### src/rtl/key_press_pulse.sv
// Debounced key-press detector: one registered single-cycle pulse per accepted press,
// with a registered debounced level and a busy flag while a level change is qualified.
module key_press_pulse #(
   parameter int DEBOUNCE_CYCLES = 4,
   parameter int CW              = $clog2(DEBOUNCE_CYCLES + 1)
) (
   input  logic clk,
   input  logic reset,
   input  logic key,
   input  logic en,
   output logic press,
   output logic held,
   output logic busy
);

   typedef enum logic [1:0] {
      IDLE        = 2'd0,
      ARM_PRESS   = 2'd1,
      PRESSED     = 2'd2,
      ARM_RELEASE = 2'd3
   } state_t;

   localparam logic [CW-1:0] LAST_CNT  = CW'(DEBOUNCE_CYCLES - 1);
   localparam bit            IMMEDIATE = (DEBOUNCE_CYCLES == 1);

   state_t          state_r;
   state_t          state_next_s;
   logic [CW-1:0]   cnt_r;
   logic [CW-1:0]   cnt_next_s;
   logic            press_next_s;
   logic            held_next_s;
   logic            busy_next_s;

   // Next-state, stability counter and output decode.
   always_comb begin
      state_next_s = state_r;
      cnt_next_s   = cnt_r;
      press_next_s = 1'b0;
      held_next_s  = held;
      case (state_r)
         IDLE: begin
            if (key) begin
               if (IMMEDIATE) begin
                  state_next_s = PRESSED;
                  cnt_next_s   = '0;
                  held_next_s  = 1'b1;
                  press_next_s = en;
               end else begin
                  state_next_s = ARM_PRESS;
                  cnt_next_s   = CW'(1);
               end
            end else begin
               state_next_s = IDLE;
            end
         end
         ARM_PRESS: begin
            if (!key) begin
               state_next_s = IDLE;
               cnt_next_s   = '0;
            end else if (cnt_r == LAST_CNT) begin
               // en is sampled only here; a press lost while disabled is never replayed
               state_next_s = PRESSED;
               cnt_next_s   = '0;
               held_next_s  = 1'b1;
               press_next_s = en;
            end else begin
               cnt_next_s = cnt_r + CW'(1);
            end
         end
         PRESSED: begin
            if (key) begin
               state_next_s = PRESSED;
            end else if (IMMEDIATE) begin
               state_next_s = IDLE;
               held_next_s  = 1'b0;
            end else begin
               state_next_s = ARM_RELEASE;
               cnt_next_s   = CW'(1);
            end
         end
         ARM_RELEASE: begin
            if (key) begin
               state_next_s = PRESSED;
               cnt_next_s   = '0;
            end else if (cnt_r == LAST_CNT) begin
               state_next_s = IDLE;
               cnt_next_s   = '0;
               held_next_s  = 1'b0;
            end else begin
               cnt_next_s = cnt_r + CW'(1);
            end
         end
         default: begin
            state_next_s = IDLE;
            cnt_next_s   = '0;
            held_next_s  = 1'b0;
         end
      endcase
      busy_next_s = (state_next_s == ARM_PRESS) || (state_next_s == ARM_RELEASE);
   end

   // State, counter and registered outputs; reset has priority.
   always_ff @(posedge clk) begin
      if (reset) begin
         state_r <= IDLE;
         cnt_r   <= '0;
         press   <= 1'b0;
         held    <= 1'b0;
         busy    <= 1'b0;
      end else begin
         state_r <= state_next_s;
         cnt_r   <= cnt_next_s;
         press   <= press_next_s;
         held    <= held_next_s;
         busy    <= busy_next_s;
      end
   end

endmodule

### config.mk
export PLATFORM = sky130hd
export DESIGN_NAME = key_press_pulse
export DESIGN_NICKNAME = d
export VERILOG_FILES = /design/src/rtl/key_press_pulse.sv
export SDC_FILE = /design/constraint.sdc
export NUM_CORES = 1
export LEC_CHECK = 0
export ABC_CLOCK_PERIOD_IN_PS = 1300
export CAP_MARGIN = 20
export CORE_AREA = 2 2 39 41
export DETAILED_ROUTE_END_ITERATION = 8
export DIE_AREA = 0 0 41 43
export PLACE_DENSITY_LB_ADDON = 0.05
export SYNTH_ARGS = -nofsm -noshare
export SYNTH_HDL_FRONTEND = slang
export SYNTH_SLANG_ARGS = --single-unit
### constraint.sdc
create_clock -name clk -period 1.3 [get_ports clk]
set_clock_uncertainty 0.2 [all_clocks]
set_input_delay 0.325 -clock clk [delete_from_list [all_inputs] [get_ports clk]]
set_output_delay 0.325 -clock clk [all_outputs]
set_load 0.005 [all_outputs]
==> flow_metrics.tcl, run 1 <==
set metrics [dict create \
    syn_nets 34 \
    setup_violations 1 \
    layout-drive-gt1-share 0.556 \
    syn-instance-count 29 \
    clock_path_buffers 2 \
    grt_max_degree 8 \
    p_per_area_nw_per_um2 996 \
    final_common_cell "buf_4" \
    area_delta_synth_final_pct 58.2 \
    rsz0062_at_grt "yes" \
    syn_area_sq_um 297 \
    endpoint_kind "register" \
    min_period_ns 1.30 \
    num_rows 14 \
    synthTopCellsByArea "dfxtp_1 47%, and4bb_2 4.2%, ha_1 4.2%" \
    start_util 0.214 \
    synth_area_per_cell_sq_um 10.2 \
    diodes 0 \
    synth_seq_cells 7 \
    grt-busiest-layer "met2" \
    synth.largest_area_cell "dfxtp_1" \
    irDropWorstVdd_mv 0.345 \
    synth_cell_types 18 \
    grt-ovfl-total 0 \
    post_cts_buffers 0 \
    grt_usage 0.0968 \
    yosysWarnings 0 \
    crit_arrival_ns 1.28 \
    required_ns 1.28 \
    tritoncts "yes" \
    synth-seq-area-share 0.473 \
    critical_path_class "reg2reg" \
    grt_pass1_vias 255 \
    ctsHoldBuffers 0 \
    critPathMaxFanout 6 \
    die_area_sq_um 1760 \
    root_buffer "clkbuf_4" \
    hpwl_um 504 \
    grt_pass1_wl_um 1060 \
    drt-initial-drc-count 3 \
    p_leak_nw 0.208 \
    hold_violations 0 \
    status "complete, but fails checks" \
    ioPinCount 7 \
    gr-usage-met1 0.111 \
    synth_top_area_share 0.473 \
    maxCapViolCount 0 \
    period_share 1.00 \
    ant_nets 0 \
    antenna_found_initial 0 \
    port_buffers 6 \
    clkTransAtPathRegs_ns 0.05 \
    met3_usage 0.0471 \
    slew_headroom 0.837 \
    die_w_um 41 \
    dp_slack_ns -0.481 \
    layout.nets 51 \
    min_path_type "reg2reg" \
    htreeDepth 1 \
    routed_via_density 4.56 \
    violations "setup timing" \
    fp.dieH_um 43 \
    fmax_mhz 766 \
    timing.hold.ws_ns 0.303 \
    numCtsBuffers 3 \
    vias 278 \
    routed_wl_um 659 \
    core-area_sq_um 1380 \
    gp_congestion 0.611 \
    insertion_delay_ns 0.25 \
    dr.pass1.iters 4 \
    met2_usage 0.119 \
    worst_slack_ns -0.00467 \
    drc 0 \
    wl_per_cell_um 10.8 \
    tightestPinTransition_ns 0.245 \
    cts_sinks 7 \
    worstSetupStartpointType "register" \
    tns_ns -0.00467 \
    slew_violations 0 \
    final_cell_mix "6 x buf_4, 5 x dfxtp_2, 3 x inv_1, 3 x clkbuf_4" \
]
-- synthesized netlist by cell type --
master,number
a21oi_1,2
and3_1,1
and3_2,1
and4_2,1
and4bb_2,1
dfxtp_1,7
ha_1,1
inv_1,3
mux2i_1,1
nand2_1,1
nand3b_1,1
nor2_1,2
o2111a_1,1
o2111ai_1,1
o211a_1,1
o21ai_0,2
or3b_1,1
xor2_1,1
-- per-layer routing --
metal | routed length [um] | vias to the layer above
li1 | - | 137
met1 | 301 | 137
met2 | 332 | 4
met3 | 26 | 0
met4 | 0 | 0
met5 | 0 | -
-- final timing paths --
path / from / end / slack [ns] / depth (start not counted)
worst max-delay path: state_r[1] / cnt_r[1] / -0.005 / 3
worst min register to register: cnt_r[2] / cnt_r[2] / 0.30 / 1
worst min-delay path: cnt_r[2] / cnt_r[2] / 0.30 / 1
worst max register to register: state_r[1] / cnt_r[1] / -0.005 / 3
-- critical path: stages, from the launching register on --
cell,delay (ns)
dfxtp_2,0.34
xor2_2,0.20
or3b_1,0.36
a21oi_1,0.13
-- report_power, final --
group / leakage [nW] / switching [mW] / internal (mW)
registers: 0.0590 / 0.00377 / 0.221
clock network: 0.0150 / 0.0820 / 0.117
logic: 0.134 / 0.0181 / 0.0255
total: 0.208 / 0.104 / 0.364
-- final cells by class --
cell class / count / area [sq um]
fill: 156 / 915
tap: 16 / 20.0
multi-input combinational: 19 / 176
sequential: 7 / 146
clock buffer: 4 / 26.3
inverter: 3 / 11.3
timing repair buffer: 12 / 88.8
-- cell families (layout without fill, tap and decap cells) --
kind of cell               count (synthesis)  in the layout  synth area share
AOI/OAI and AO/OA                          7              7             0.169
xor gates and xnor gates                   1              1            0.0295
adders and majority gates                  1              1            0.0422
buffers and inverters                      3             19            0.0380
DFF                                        7              7             0.473
muxes                                      1              1            0.0338
and+or+nand+nor                            9              9             0.215
-- metrics by stage --
stage | cells | instance area, sq um | total power [mW] | utilization
global route | 61 | 469 | 0.495 | 0.339
floorplan | 29 | 297 | 0.241 | -
CTS | 61 | 450 | 0.475 | 0.325
detailed placement | 57 | 422 | 0.271 | 0.305
finish | 61 | 469 | 0.468 | 0.339
global placement | 57 | 422 | 0.271 | 0.305
-- registers in the layout, indices dropped and copies added (netlist names) --
name and flops:
cnt_r 3, held 1, press 1, state_r 2
-- what timing repair did --
item,in CTS,in global routing
pin swaps,1,3
setup endpoints to repair,9,7
resized for setup,16,9
No activity file was read; power rests on OpenSTA's default activity.
==> run 2, diff against run 1 <==
ABC_AREA = 1   (was default)
ABC_CLOCK_PERIOD_IN_PS = default   (was 1300)
==> run 2 against run 1 <==
  * The run now ends clean
  * Register-to-register slack improved by 0.096 ns
  * Hold slack got worse by 0.069 ns
  * Synthesized cell count rose by 52%
  * Combinational power barely moved
  * Cell count rose by 18%
  * Via count rose by 11%
  * First-iteration DRC count fell by 100%
  * Sequential power barely moved
  * Critical endpoint is now press
==> flow_metrics.tcl, run 2 <==
set metrics [dict create \
    reg_top3 "cnt_r (3), state_r (2)" \
    synth_seq_cells 7 \
    antenna_found_initial 0 \
    htreeDepth 1 \
    hold_depth 3 \
    final_cell_mix "6 x inv_1, 6 x nand2_1, 6 x nor2_1, 5 x dfxtp_2" \
    core-area_sq_um 1380 \
    min_path_type "in2reg" \
    period_share 0.930 \
    ant_nets 0 \
    reg2reg_depth 5 \
    synth_top_area_share 0.439 \
    diodes 0 \
    gp_congestion 0.713 \
    rrSetupSlack_ns 0.09 \
    ioPinCount 7 \
    drt-initial-drc-count 0 \
    routed_via_density 4.29 \
    tritoncts "yes" \
    grt_max_degree 7 \
    min_from "key" \
    synth-seq-area-share 0.439 \
    tightestPinTransition_ns 0.181 \
    yosysWarnings 0 \
    status "finished clean" \
    area_delta_synth_final_pct 40.8 \
    grt_usage 0.0953 \
    r2r_end "press" \
    grt-ovfl-total 0 \
    n_fill_cell 158 \
    synthTopCellsByArea "dfxtp_1 44%, nand2_1 8.2%, inv_1 7.1%" \
    required_ns 1.28 \
    slew_headroom 0.879 \
    critical_path_class "reg2reg" \
    place_area_sq_um 414 \
    p_total_mw 0.469 \
    largest_reg_flops 3 \
    syn_area_sq_um 319 \
    root_buffer "clkbuf_4" \
    crit_arrival_ns 1.19 \
    slew_violations 0 \
    num_rows 14 \
    ctsHoldBuffers 0 \
    insertion_delay_ns 0.25 \
    synth_cell_types 12 \
    port_buffers 6 \
    hold_violations 0 \
    vias 309 \
    layout.nets 62 \
    setup_violations 0 \
    syn-instance-count 44 \
    dr.pass1.iters 1 \
    routed_wl_um 670 \
    synth.largest_area_cell "dfxtp_1" \
    hpwl_um 497 \
    wl_per_cell_um 9.31 \
    synth_common_cells "7 x dfxtp_1, 7 x nand2_1, 6 x inv_1, 6 x nor2_1, 4 x nand3_1" \
    synth_area_per_cell_sq_um 7.25 \
    async_flop_share 0 \
    reg2reg_from "cnt_r[0]" \
    drc 0 \
    fmax_mhz 827 \
    cts_sinks 7 \
    synthFlopType "dfxtp_1" \
    p_leak_nw 0.199 \
    grt_pass1_vias 252 \
    crit_family "simple AND/OR/NAND/NOR gates" \
    fp.dieH_um 43 \
    layout-drive-gt1-share 0.375 \
    syn_nets 49 \
    p_per_area_nw_per_um2 1040 \
    clkTransAtPathRegs_ns 0.06 \
    critPathMaxFanout 4 \
    slowest_stage "dfxtp_2" \
    numCtsBuffers 3 \
    top_register "cnt_r" \
    critPathBufInv 0 \
    min_to "state_r[0]" \
    maxCapViolCount 0 \
    design_area_sq_um 449 \
    min_period_ns 1.21 \
    grt_pass1_wl_um 1010 \
    worstSetupStartpointType "register" \
    clock_path_buffers 2 \
    endpoint_kind "register" \
    tns_ns 0 \
    synth_edf_count 0 \
    cp_cell_sequence "ha_4 -> nand2_2 -> nor2_4 -> nand4_1 -> nor2_1" \
    start_util 0.231 \
    die_area_sq_um 1760 \
    die_w_um 41 \
    max_stage_delay_ns 0.36 \
    irDropWorstVdd_mv 0.575 \
]
==> run 2: per-stage QoR <==
step                      instances  utilization  hold WS [ns]  setup WS, ns
after CTS                        72        0.314         0.265       0.00432
after detailed placement         68        0.299         0.256        -0.271
after global routing             72        0.325         0.253      -0.00300
after global placement           68        0.299         0.254        -0.236
after floorplan                  44            -         0.194         0.166
final                            72        0.325         0.234        0.0915
==> run 2: cell type report <==
class | instances | area [sq um] | area share
Clock buffer | 4 | 26.3 | 0.0585
Inverter | 8 | 30.0 | 0.0669
Multi-Input combinational cell | 29 | 164 | 0.365
Sequential cell | 7 | 146 | 0.326
Tap cell | 16 | 20.0 | 0.0446
Timing Repair Buffer | 8 | 62.6 | 0.139
==> run 2: layer usage <==
metal / GRT usage / vias up / part of all wire
met5: 0 / - / 0
met4: 0.100 / 0 / 0.015
met3: 0.0471 / 2 / 0.031
met2: 0.113 / 3 / 0.53
met1: 0.112 / 141 / 0.42
li1: - / 163 / -
==> run 2: repair_timing <==
item | 4_1_cts | 5_1_grt
buffers inserted | 0 | 0
pin swaps | 0 | 3
hold endpoints to repair | 0 | 0
resized for setup | 13 | 8
setup endpoints to repair | 3 | 6
==> run 2: cells by family after synthesis <==
family | Yosys count | share of synthesized area
AO/OA/AOI/OAI | 5 | 0.0784
AND/OR/NAND/NOR | 23 | 0.349
flip-flops | 7 | 0.439
adder cells (fa/ha/maj) | 1 | 0.0392
buffers and inverters | 8 | 0.0941
==> run 2: how the worst max path moves through the flow <==
stage                            end  depth (start not counted)  startpoint  slack, ns
after floorplan           state_r[1]                          6    cnt_r[0]       0.17
after global placement      cnt_r[0]                          6         key      -0.24
after detailed placement    cnt_r[0]                          6         key      -0.27
after CTS                   cnt_r[0]                          6         key      0.004
after global routing           press                          5    cnt_r[0]     -0.003
final                          press                          5    cnt_r[0]       0.09
==> run 2: where the power goes <==
group / switching [mW] / internal, mW
clock: 0.0825 / 0.117
sequential: 0.00453 / 0.221
combinational: 0.0220 / 0.0219
==> run 2: worst min-delay path: stages <==
cell and delay (ns):
dlymetal6s2s_1 0.15, nand2_2 0.11, a21oi_1 0.06
